==> config.mk <==
export PLATFORM = sky130hd
export DESIGN_NAME = coin_credit_fsm
export DESIGN_NICKNAME = d
export VERILOG_FILES = /design/src/rtl/vend_pkg.sv /design/src/rtl/credit_timer.sv /design/src/rtl/coin_credit_fsm.sv
export SDC_FILE = /design/constraint.sdc
export NUM_CORES = 1
export LEC_CHECK = 0
export BUFFER_PORTS_ARGS = -buffer_cell sky130_fd_sc_hd__buf_2
export CAP_MARGIN = 40
export CORE_MARGIN = 3
export CORE_UTILIZATION = 50
export CTS_CLUSTER_DIAMETER = 150
export DETAILED_ROUTE_END_ITERATION = 8
export PLACE_DENSITY = 0.77
export SLEW_MARGIN = 25
export SYNTH_ARGS = -nofsm -noshare
export SYNTH_HDL_FRONTEND = slang
export SYNTH_SLANG_ARGS = --single-unit
==> constraint.sdc <==
create_clock -name clock -period 5.6 [get_ports clock]
set_clock_uncertainty 0.05 [all_clocks]
set_input_delay 0.84 -clock clock [delete_from_list [all_inputs] [get_ports clock]]
set_output_delay 0.84 -clock clock [all_outputs]
set_load 0.03 [all_outputs]
==> src/rtl/vend_pkg.sv <==
// Shared vending definitions: coin values, product select codes, FSM state
// encoding and default prices used by coin_credit_fsm and credit_timer.
package vend_pkg;

    typedef enum logic [1:0] {
        IDLE   = 2'd0,
        CREDIT = 2'd1,
        VEND   = 2'd2,
        REFUND = 2'd3
    } vend_state_t;

    localparam logic [4:0] COIN_5  = 5'd5;
    localparam logic [4:0] COIN_10 = 5'd10;
    localparam logic [4:0] COIN_20 = 5'd20;

    localparam logic [1:0] SEL_NONE  = 2'b00;
    localparam logic [1:0] SEL_NEWS  = 2'b01;
    localparam logic [1:0] SEL_CHOC  = 2'b10;
    localparam logic [1:0] SEL_JUICE = 2'b11;

    localparam int DEF_PRICE_NEWS     = 5;
    localparam int DEF_PRICE_CHOC     = 10;
    localparam int DEF_PRICE_JUICE    = 15;
    localparam int DEF_MAX_CREDIT     = 30;
    localparam int DEF_TIMEOUT_CYCLES = 200;

    function automatic logic coin_is_legal(input logic [4:0] value);
        return (value == COIN_5) || (value == COIN_10) || (value == COIN_20);
    endfunction

endpackage

==> src/rtl/credit_timer.sv <==
// Idle-cycle counter for the CREDIT state; expired is high during the
// TIMEOUT_CYCLES-th consecutive active cycle.
module credit_timer
    import vend_pkg::*;
#(
    parameter int TIMEOUT_CYCLES = DEF_TIMEOUT_CYCLES
) (
    input  logic clock,
    input  logic reset,
    input  logic active,
    output logic expired
);

    localparam int CW = $clog2(TIMEOUT_CYCLES + 1);

    logic [CW-1:0] count;

    assign expired = active && (count == CW'(TIMEOUT_CYCLES - 1));

    always_ff @(posedge clock) begin
        if (reset || !active || expired) begin
            count <= '0;
        end else begin
            count <= count + CW'(1);
        end
    end

endmodule

==> src/rtl/coin_credit_fsm.sv <==
// Coin-operated vending credit controller: accepts coins, sells products,
// returns change. Optional idle refund timer is enabled by COIN_TIMEOUT_EN.
module coin_credit_fsm
    import vend_pkg::*;
#(
    parameter int PRICE_NEWS     = DEF_PRICE_NEWS,
    parameter int PRICE_CHOC     = DEF_PRICE_CHOC,
    parameter int PRICE_JUICE    = DEF_PRICE_JUICE,
    parameter int MAX_CREDIT     = DEF_MAX_CREDIT,
    parameter int TIMEOUT_CYCLES = DEF_TIMEOUT_CYCLES
) (
    input  logic       clock,
    input  logic       reset,
    input  logic       coin_valid,
    input  logic [4:0] coin,
    input  logic       select_valid,
    input  logic [1:0] select_product,
    input  logic       cancel,
    input  logic       vend_ready,
    output logic       vend_valid,
    output logic [1:0] vend_product,
    output logic [4:0] money,
    output logic [4:0] change,
    output logic       change_valid,
    output logic       coin_reject,
    output logic [4:0] credit
);

    localparam logic [4:0] P_NEWS  = 5'(PRICE_NEWS);
    localparam logic [4:0] P_CHOC  = 5'(PRICE_CHOC);
    localparam logic [4:0] P_JUICE = 5'(PRICE_JUICE);
    localparam logic [5:0] P_MAX   = 6'(MAX_CREDIT);

    vend_state_t state, state_nx;
    logic [4:0]  credit_nx, money_nx, change_nx, sel_price;
    logic [1:0]  product_nx;
    logic        change_valid_nx, coin_reject_nx;
    logic [5:0]  credit_sum;
    logic        coin_ok, sel_ok, timeout_hit;

    // vend_valid/vend_ready: the request is raised the cycle after a purchase
    // is accepted, product and money stay frozen while vend_valid is high, and
    // the transfer happens on the first rising edge where both are high.
    assign vend_valid = (state == VEND);

`ifdef COIN_TIMEOUT_EN
    credit_timer #(
        .TIMEOUT_CYCLES(TIMEOUT_CYCLES)
    ) u_credit_timer (
        .clock   (clock),
        .reset   (reset),
        .active  ((state == CREDIT) && !coin_valid && !select_valid),
        .expired (timeout_hit)
    );
`else
    // Without the timer TIMEOUT_CYCLES has no effect; this is constant zero.
    assign timeout_hit = (TIMEOUT_CYCLES < 0);
`endif

    always_comb begin
        sel_price = '0;
        case (select_product)
            SEL_NEWS:  sel_price = P_NEWS;
            SEL_CHOC:  sel_price = P_CHOC;
            SEL_JUICE: sel_price = P_JUICE;
            default:   sel_price = '0;
        endcase
        credit_sum = {1'b0, credit} + {1'b0, coin};
        coin_ok    = coin_is_legal(coin) && (credit_sum <= P_MAX);
        sel_ok     = select_valid && (select_product != SEL_NONE) && (credit >= sel_price);
    end

    always_comb begin
        state_nx        = state;
        credit_nx       = credit;
        product_nx      = vend_product;
        money_nx        = money;
        change_nx       = '0;
        change_valid_nx = 1'b0;
        coin_reject_nx  = 1'b0;
        case (state)
            IDLE, CREDIT: begin
                // A coin wins over any select or cancel in the same cycle.
                if (coin_valid) begin
                    if (coin_ok) begin
                        credit_nx = credit_sum[4:0];
                        state_nx  = CREDIT;
                    end else begin
                        coin_reject_nx = 1'b1;
                    end
                end else if (state == CREDIT) begin
                    if (sel_ok) begin
                        state_nx   = VEND;
                        product_nx = select_product;
                        money_nx   = sel_price;
                    end else if (cancel || timeout_hit) begin
                        state_nx = REFUND;
                    end
                end
            end
            VEND: begin
                coin_reject_nx = coin_valid;
                if (vend_ready) begin
                    change_nx       = credit - money;
                    change_valid_nx = 1'b1;
                    credit_nx       = '0;
                    product_nx      = SEL_NONE;
                    money_nx        = '0;
                    state_nx        = IDLE;
                end
            end
            REFUND: begin
                coin_reject_nx  = coin_valid;
                change_nx       = credit;
                change_valid_nx = 1'b1;
                credit_nx       = '0;
                state_nx        = IDLE;
            end
            default: state_nx = IDLE;
        endcase
    end

    always_ff @(posedge clock) begin
        if (reset) begin
            state        <= IDLE;
            credit       <= '0;
            vend_product <= SEL_NONE;
            money        <= '0;
            change       <= '0;
            change_valid <= 1'b0;
            coin_reject  <= 1'b0;
        end else begin
            state        <= state_nx;
            credit       <= credit_nx;
            vend_product <= product_nx;
            money        <= money_nx;
            change       <= change_nx;
            change_valid <= change_valid_nx;
            coin_reject  <= coin_reject_nx;
        end
    end

endmodule

==> results.sh, run 1 <==
export IMPL_status="complete, no violations"
export IMPL_syn_cell_area_mm2=0.00119
export IMPL_powerDensity_mw_per_mm2=189
export IMPL_crit_path_end_kind="register"
export IMPL_cts_resized=0
export IMPL_avgSynthCellArea_um2=8.41
export IMPL_intPower_mw=0.187
export IMPL_cp_required_ns=5.75
export IMPL_rows=17
export IMPL_grt_pass1_vias=1057
export IMPL_hold_buffers=0
export IMPL_cts_post_setup_buffers_inserted=0
export IMPL_start_util_pct=53.1
export IMPL_crit_chain="buf_2, ha_1, fa_1, a31oi_1, xnor2_1, a311oi_2, nor2_1, a31o_1"
export IMPL_pwr_share_comb_pct=16.3
export IMPL_grt_overflow=0
export IMPL_post_drt_via_cell_ratio=5.54
export IMPL_fin_tns_setup_ns=0
export IMPL_via_count=1091
export IMPL_pwr_share_seq_pct=51.8
export IMPL_min_path_type="register to register"
export IMPL_slew_headroom_pct=56.2
export IMPL_io_pins=33
export IMPL_port_buffer_count=31
export IMPL_total_power_mw=0.257
export IMPL_syn_inst=141
export IMPL_cp_max_fo=11
export IMPL_peakVddDrop_v=0.000136
export IMPL_cts_sinks=18
export IMPL_worst_pin_slew_ns=0.656
export IMPL_path_delay_family="compound AO/OA/AOI/OAI gates"
export IMPL_path_buf_inv=1
export IMPL_arrival_ns=2.90
export IMPL_synth_flop_cell="dfxtp_1"
export IMPL_synth_fp_nets=169
export IMPL_top_layer="met4"
export IMPL_grtUsageTotal_pct=20.5
export IMPL_wl_met2_um=1320
export IMPL_synthDistinctLibCells=36
export IMPL_grt_max_degree=13
export IMPL_finalSetupViolCount=0
export IMPL_dieArea_mm2=0.00299
export IMPL_drive_gt1_share_pct=21.9
export IMPL_gp_congestion=0.793
export IMPL_switchingPower_mw=0.0705
export IMPL_dp_final_hpwl_um=2130
export IMPL_hold_viol_final=0
export IMPL_p_leak_nw=0.647
export IMPL_layout_worst_path_cycle_share_pct=49.1
export IMPL_path_clk_slew_ns=0.11
export IMPL_async_reset_ff_share_pct=0
export IMPL_switching_share_pct=27.4
export IMPL_rsz0062_at_grt="false"
export IMPL_drc=0
export IMPL_synth_top_area_share_pct=30.4
export IMPL_cts_buffers_inserted=3
export IMPL_wl_per_cell_um=13.4
export IMPL_fin_crit_ns=2.75
export IMPL_wl_um=2640
export IMPL_slowest_delay_ns=0.64
export IMPL_finish_net_count=198
export IMPL_fmax_ghz=0.364
export IMPL_cts_root_buf="clkbuf_4"
export IMPL_crit_slowest_cell="a311oi_2"
export IMPL_drt_pass1_iter_count=4
export IMPL_synth_largest_area_cell="dfxtp_1"
export IMPL_clock_latency_ns=0.30
export IMPL_antenna_left=0
export IMPL_wl_met1_um=1130
export IMPL_dieHeight_um=54.7
export IMPL_ys_seq_area_share_pct=30.4
export IMPL_drv_slew=0
export IMPL_cts_tree="done"
export IMPL_yosys_warnings=0
export IMPL_wl_met3_um=132
export IMPL_clockPowerShare_pct=31.9
export IMPL_synth_edf_count=0
export IMPL_critical_path_class="input pin to register"
export IMPL_drt_iter0_markers=19
export IMPL_grt_antenna_before_repair=0
export IMPL_post_route_util_pct=61.1
export IMPL_synth_area_leaders="dfxtp_1 30%, ha_1 14%, nor2_1 5.1%, a21o_1 4.4%, a21oi_1 4.2%"
export IMPL_dieWidth_um=54.7
export IMPL_diodes=0
export IMPL_grt_pass1_wl_um=4430
export IMPL_critPathLaunchType="input pin"
export IMPL_clockBufferDepth=2
export IMPL_synth_seq_cells=18
export IMPL_coreArea_mm2=0.00223
export IMPL_htree_levels=1
export IMPL_drv_cap=0
export IMPL_syn_to_final_growth_pct=15.0
==> synthesized netlist by cell type (3+ instances only) <==
cell type / instances
nand2_1: 12
a21o_1: 7
o21ai_0: 6
inv_1: 8
nor2_1: 16
ha_1: 13
a21oi_1: 10
xnor2_1: 5
dfxtp_1: 18
nand2b_1: 3
a22oi_1: 4
buf_4: 4
nand3_1: 8
==> worst register-to-register path, cell delays in order, from the launching register on <==
cell	delay, ns
dfxtp_1	0.37
ha_1	0.22
fa_1	0.41
a31oi_1	0.22
xnor2_1	0.14
a311oi_2	0.64
nor2_1	0.11
a31o_1	0.20
==> routing by layer <==
metal  vias to the layer above  track usage, %
met3                         8            4.63
met5                         -               0
met1                       507            23.3
met2                        24            35.8
li1                        552               -
met4                         0            9.54
==> registers in the layout (all words and copies together), names as in the netlist <==
register	cells
change	5
change_valid	1
coin_reject	1
credit	5
money	2
state	2
vend_product	2
==> placed cells by master (no fill, tap or decap), drive strengths merged, types with 3 or more instances in the layout <==
master and instances:
xnor2 5, nand2 12, dfxtp 18, a22oi 4
buf 31, clkbuf 4, nand3 8, a21o 7
nor2 16, nand2b 3, ha 13, o21ai 6
a21oi 10, inv 8
==> final timing paths <==
check | start | end | slack [ns] | depth (start not counted)
max | coin[0] | credit[1] | 2.85 | 8
max reg2reg | credit[0] | credit[1] | 3.14 | 7
min | vend_product[0] | vend_product[0] | 0.42 | 2
min reg2reg | vend_product[0] | vend_product[0] | 0.42 | 2
==> kinds of logic (layout without fill, tap and decap cells) <==
kind of cell / count (synthesis) / after routing / share of synthesized area, %
xor gates and xnor gates: 6 / 6 / 4.43
adders and majority gates: 15 / 15 / 17.1
DFF: 18 / 18 / 30.4
and+or+nand+nor: 49 / 49 / 19.8
other: 1 / 1 / 0.316
AOI/OAI and AO/OA: 36 / 36 / 20.5
muxes: 1 / 1 / 0.844
buffers and inverters: 15 / 43 / 6.65
==> through the flow <==
stage	instance area, µm²	worst slack, ns	instances	hold WS (ns)
global route	1360	2.69	197	0.457
floorplan	1190	2.99	141	0.407
detailed placement	1330	2.55	193	0.409
global placement	1330	2.61	193	0.401
finish	1360	2.85	197	0.422
CTS	1360	2.88	197	0.425
==> power groups by stage <==
stage	clock network (mW)	logic [mW]	registers (mW)
finish	0.0821	0.0419	0.133
CTS	0.0847	0.0420	0.133
global route	0.0891	0.0470	0.134
detailed placement	0	0.0418	0.136
global placement	0	0.0402	0.136
floorplan	0	0.0285	0.137
==> cell type report <==
cell class / count / area [µm²]
Clock buffer: 4 / 36.3
Fill cell: 222 / 870
Inverter: 8 / 30.0
Multi-Input combinational cell: 108 / 747
Sequential cell: 18 / 360
Tap cell: 28 / 35.0
Timing Repair Buffer: 31 / 155
(Power assumes the default switching activity.)
==> inputs of run 2 (changes only) <==
--- a/config.mk
+++ b/config.mk
@@ -5,13 +5,14 @@
 export SDC_FILE = /design/constraint.sdc
 export NUM_CORES = 1
 export LEC_CHECK = 0
+export ABC_AREA = 1
 export BUFFER_PORTS_ARGS = -buffer_cell sky130_fd_sc_hd__buf_2
 export CAP_MARGIN = 40
 export CORE_MARGIN = 3
 export CORE_UTILIZATION = 50
 export CTS_CLUSTER_DIAMETER = 150
 export DETAILED_ROUTE_END_ITERATION = 8
-export PLACE_DENSITY = 0.77
+export PLACE_DENSITY = 0.76
 export SLEW_MARGIN = 25
 export SYNTH_ARGS = -nofsm -noshare
 export SYNTH_HDL_FRONTEND = slang
==> constraint.sdc (replaced) <==
create_clock -name clock -period 2.75 [get_ports clock]
set_clock_uncertainty 0.05 [all_clocks]
set_input_delay 0.4125 -clock clock [delete_from_list [all_inputs] [get_ports clock]]
set_output_delay 0.4125 -clock clock [all_outputs]
set_load 0.03 [all_outputs]
==> run 2 against run 1 <==
  * Routed wire length is 18% higher
  * Via count increased by 19%
  * Critical path depth up 1
  * Synthesized area up 13%
  * Power rose by 140%
  * Non-clock buffer count unchanged
  * Setup slack got worse by 2.2 ns
  * Critical path type is now register to register
==> results.sh, run 2 <==
export IMPL_drive_gt1_share_pct=23.6
export IMPL_muxShareOfSynthArea_pct=0
export IMPL_drv_cap=0
export IMPL_grt_antenna_before_repair=0
export IMPL_hold_buffers=0
export IMPL_synth_fp_nets=211
export IMPL_synth_compound_area_share_pct=12.4
export IMPL_powerDensity_mw_per_mm2=399
export IMPL_syn_to_final_growth_pct=14.2
export IMPL_final_area_mm2=0.00153
export IMPL_synth_largest_area_cell="dfxtp_1"
export IMPL_cts_resized=0
export IMPL_post_drt_via_cell_ratio=5.36
export IMPL_fin_cells=242
export IMPL_cp_required_ns=2.93
export IMPL_final_common_cell="buf_2"
export IMPL_hold_viol_final=0
export IMPL_yosys_warnings=0
export IMPL_cp_max_fo=8
export IMPL_post_dp_cell_area_mm2=0.00149
export IMPL_grt_overflow=0
export IMPL_clockBufferDepth=2
export IMPL_crit_path_end_kind="register"
export IMPL_via_count=1297
export IMPL_dp_final_hpwl_um=2520
export IMPL_avgSynthCellArea_um2=7.30
export IMPL_fin_crit_ns=2.06
export IMPL_wl_met1_um=1400
export IMPL_status="complete, no violations"
export IMPL_synth_seq_cells=18
export IMPL_dieWidth_um=57.7
export IMPL_drv_slew=0
export IMPL_synth_flop_cell="dfxtp_1"
export IMPL_finish_net_count=241
export IMPL_peakVddDrop_v=0.000290
export IMPL_fmax_ghz=0.486
export IMPL_htree_levels=1
export IMPL_start_util_pct=53.5
export IMPL_arrival_ns=2.24
export IMPL_post_route_util_pct=61.1
export IMPL_gp_congestion=0.833
export IMPL_drt_iter0_markers=56
export IMPL_drt_pass1_iter_count=4
export IMPL_r2r_slack_ns=0.69
export IMPL_pre_cts_ws_ns=0.529
export IMPL_synth_top_family_by_area="simple AND/OR/NAND/NOR gates"
export IMPL_drc=0
export IMPL_cts_root_buf="clkbuf_4"
export IMPL_port_buffer_count=31
export IMPL_total_power_mw=0.609
export IMPL_antenna_left=0
export IMPL_fin_tns_setup_ns=0
export IMPL_finalSetupViolCount=0
export IMPL_ys_seq_area_share_pct=27.0
export IMPL_holdPathStages=3
export IMPL_synthTopCellsByCount="26 x inv_1, 26 x nand3_1, 23 x nand2_1"
export IMPL_rsz0062_at_grt="false"
export IMPL_path_clk_slew_ns=0.11
export IMPL_final_cell_mix="31 x buf_2, 26 x inv_1, 26 x nand3_1, 23 x nand2_1, 20 x a21oi_1"
export IMPL_synthSimpleGateAreaFrac_pct=32.8
export IMPL_critPathLaunchType="register"
export IMPL_wl_um=3110
export IMPL_cts_sinks=18
export IMPL_synth_edf_count=0
export IMPL_synth_area_leaders="dfxtp_1 27%, ha_1 12%, nand3_1 9.7%, a21oi_1 7.5%, inv_1 7.3%"
export IMPL_synthDistinctLibCells=30
export IMPL_synthXorXnorAreaFrac_pct=1.97
export IMPL_min_path_type="input pin to register"
export IMPL_diodes=0
export IMPL_cts_post_setup_buffers_inserted=0
export IMPL_setup_slack_ns=0.694
export IMPL_critical_path_class="register to register"
export IMPL_p_leak_nw=0.767
export IMPL_layout_worst_path_cycle_share_pct=74.8
export IMPL_cts_tree="done"
export IMPL_dieHeight_um=57.7
export IMPL_reg2reg_depth=9
export IMPL_grt_pass1_vias=1213
export IMPL_grtUsageTotal_pct=19.1
export IMPL_rows=18
export IMPL_coreArea_mm2=0.00250
export IMPL_top_layer="met4"
export IMPL_wl_per_cell_um=12.9
export IMPL_synthAdderAreaFrac_pct=15.2
export IMPL_async_reset_ff_share_pct=0
export IMPL_synth_top_area_share_pct=27.0
export IMPL_io_pins=33
export IMPL_reg_top3="change (5), credit (5)"
export IMPL_wl_met3_um=208
export IMPL_grt_pass1_wl_um=5060
export IMPL_wl_met2_um=1480
export IMPL_syn_cell_area_mm2=0.00134
export IMPL_dpl_cell_count=238
export IMPL_syn_inst=183
export IMPL_clock_latency_ns=0.29
export IMPL_dieArea_mm2=0.00333
export IMPL_finalHoldWorstSlack_ns=0.330
export IMPL_grt_max_degree=18
export IMPL_cts_buffers_inserted=3
==> run 2: cell types whose count changed in the layout (fill, tap and decap cells not counted), sizes merged, moves of 5 or more <==
cell	change
a21o	-7
a21oi	+11
inv	+19
nand2	+16
nand3	+21
nor2	+5
o21ai	-5
xnor2	-5
==> run 2: where the power goes <==
part	total, mW	switching, mW	internal [mW]	leakage (nW)
sequential	0.284	0.0149	0.269	0.146
clock	0.168	0.0868	0.0807	0.0210
combinational	0.157	0.0995	0.0577	0.601
==> run 2: routing by layer <==
metal	track usage (%)	up-vias
met5	0	-
met4	7.28	0
met3	2.45	4
met2	31.9	47
met1	25.0	590
li1	-	656
==> run 2: cell type report <==
cell class	count	area [µm²]
timing repair buffer	31	155
inverter	27	101
multi-input combinational	132	836
fill	230	973
tap	30	37.5
sequential	18	360
clock buffer	4	36.3
==> run 2: final timing paths <==
check | from | end
setup reg to reg | credit[0] | credit[4]
hold / removal | coin_valid | coin_reject
hold reg to reg | vend_product[0] | vend_product[0]
setup / recovery | credit[0] | credit[4]
==> run 2: worst max-delay path, stage by stage, from the launching register on <==
cell	delay (ns)
dfxtp_1	0.38
ha_1	0.24
fa_1	0.40
xor2_1	0.19
nand3_1	0.10
nor2_1	0.14
nand2_2	0.09
nand3_4	0.13
nand3_1	0.08
a21oi_1	0.18
==> run 2: logic make-up after synthesis <==
| group | after synthesis |
|---|---|
| other | 1 |
| adder cells (fa/ha/maj) | 15 |
| AND/OR/NAND/NOR | 85 |
| XOR/XNOR | 3 |
| buffers and inverters | 33 |
| flip-flops | 18 |
| AO/OA/AOI/OAI | 28 |
==> inputs of run 3 (changes only) <==
==> constraint.sdc (replaced) <==
create_clock -name clock -period 2.14 [get_ports clock]
set_clock_uncertainty 0.05 [all_clocks]
set_input_delay 0.321 -clock clock [delete_from_list [all_inputs] [get_ports clock]]
set_output_delay 0.321 -clock clock [all_outputs]
set_load 0.03 [all_outputs]
==> run 3 against run 2 <==
  * Power grew 31%
  * Die area did not move
  * Global-route usage grew 0.66 points
  * Critical path type unchanged
==> results.sh, run 3 (synthesized netlist as in run 2, its figures left out) <==
export IMPL_htree_levels=1
export IMPL_rsz0062_at_grt="false"
export IMPL_fmax_ghz=0.502
export IMPL_wl_um=3130
export IMPL_status="complete, no violations"
export IMPL_gp_congestion=0.826
export IMPL_num_fill_cells=247
export IMPL_crit_path_end_kind="register"
export IMPL_dp_final_hpwl_um=2500
export IMPL_cp_required_ns=2.30
export IMPL_grt_pass1_wl_um=5210
export IMPL_syn_to_final_growth_pct=15.5
export IMPL_cp_max_fo=8
export IMPL_fin_cells=243
export IMPL_grt_antenna_before_repair=0
export IMPL_final_cell_mix="31 x buf_2, 26 x inv_1, 26 x nand3_1, 23 x nand2_1, 20 x a21oi_1"
export IMPL_arrival_ns=2.15
export IMPL_p_leak_nw=0.772
export IMPL_drt_pass1_iter_count=4
export IMPL_io_pins=33
export IMPL_multi_input_area_um2=846
export IMPL_drv_slew=0
export IMPL_diodes=0
export IMPL_grt_max_degree=18
export IMPL_grtUsageTotal_pct=19.8
export IMPL_drv_cap=0
export IMPL_crit_slowest_cell="fa_2"
export IMPL_post_drt_via_cell_ratio=5.24
export IMPL_critPathLaunchType="register"
export IMPL_finish_net_count=242
export IMPL_cpMostUsedCell="nor2_1"
export IMPL_cts_sinks=18
export IMPL_wl_met3_um=184
export IMPL_grt_pass1_vias=1206
export IMPL_critical_path_class="register to register"
export IMPL_wl_met2_um=1500
export IMPL_powerDensity_mw_per_mm2=516
export IMPL_coreArea_mm2=0.00250
export IMPL_cts_root_buf="clkbuf_4"
export IMPL_dpl_cell_count=239
export IMPL_top_layer="met3"
export IMPL_slowest_delay_ns=0.56
export IMPL_hold_viol_final=0
export IMPL_grt_overflow=0
export IMPL_hold_buffers=0
export IMPL_via_count=1274
export IMPL_finalSetupViolCount=0
export IMPL_dieHeight_um=57.7
export IMPL_drive_gt1_share_pct=24.9
export IMPL_drc=0
export IMPL_cts_tree="done"
export IMPL_reg_top3="change (5), credit (5)"
export IMPL_port_buffer_count=31
export IMPL_cts_buffers_inserted=3
export IMPL_wl_per_cell_um=12.9
export IMPL_drt_iter0_markers=98
export IMPL_layout_worst_path_cycle_share_pct=93.1
export IMPL_clockBufferDepth=2
export IMPL_start_util_pct=53.5
export IMPL_final_common_cell="buf_2"
export IMPL_fin_tns_setup_ns=0
export IMPL_path_clk_slew_ns=0.11
export IMPL_seqCellArea_um2=360
export IMPL_peakVddDrop_v=0.000402
export IMPL_antenna_left=0
export IMPL_min_path_type="input pin to register"
export IMPL_dieArea_mm2=0.00333
export IMPL_clock_latency_ns=0.31
export IMPL_crit_chain="ha_1, fa_2, nand3_1, nor2_1, nand2_2, nand3_4, nand2_4, a21oi_1, nor2_1"
export IMPL_wl_met1_um=1440
export IMPL_fin_crit_ns=1.99
export IMPL_dieWidth_um=57.7
export IMPL_rows=18
==> run 3: report_power, final <==
group | switching (mW) | total [mW] | internal (mW)
Clock | 0.122 | 0.225 | 0.104
Combinational | 0.130 | 0.206 | 0.0763
Sequential | 0.0191 | 0.365 | 0.346
==> run 3: worst paths after layout <==
kind                         from         endpoint  slack, ns  cells past startpoint
setup / recovery        credit[0]         state[0]       0.15                      9
hold / removal         coin_valid      coin_reject       0.24                      3
setup reg to reg        credit[0]         state[0]       0.15                      9
hold reg to reg   vend_product[0]  vend_product[0]       0.42                      2
==> run 3: critical path, delay by kind of cell (launching register included) <==
kind            cells  cell delay, ns
compound gates      1            0.12
flops               1            0.38
fa+ha+maj           2            0.81
simple gates        6            0.55
==> run 3: area by class of cell <==
cell class | instances | share of cell area, %
multi-input combinational | 132 | 54.8
sequential | 18 | 23.3
timing repair buffer | 32 | 10.5
inverter | 27 | 6.56
tap | 30 | 2.43
clock buffer | 4 | 2.35
==> run 3: routing by layer <==
layer / vias up / GRT usage (%)
met3: 0 / 4.23
li1: 657 / -
met5: - / 0
met2: 40 / 33.1
met4: 0 / 5.30
met1: 577 / 25.8
==> run 3: repair_timing <==
action                     in CTS  in global routing
setup endpoints to repair       0                  6
setup buffers                   0                  0
resized for setup               0                  2
==> run 3: through the flow <==
| step | power, mW | cell area [µm²] | setup WS, ns | util [%] | hold WS (ns) |
|---|---|---|---|---|---|
| 2_1_floorplan | 0.523 | 1340 | 0.117 | - | 0.397 |
| 3_3_place_gp | 0.565 | 1500 | 0.100 | 59.9 | 0.398 |
| 3_5_place_dp | 0.574 | 1500 | 0.0164 | 59.9 | 0.405 |
| 4_1_cts | 0.794 | 1530 | 0.0810 | 61.4 | 0.250 |
| 5_1_grt | 0.836 | 1540 | 0.00564 | 61.8 | 0.242 |
| 6_report | 0.797 | 1540 | 0.147 | 61.8 | 0.241 |
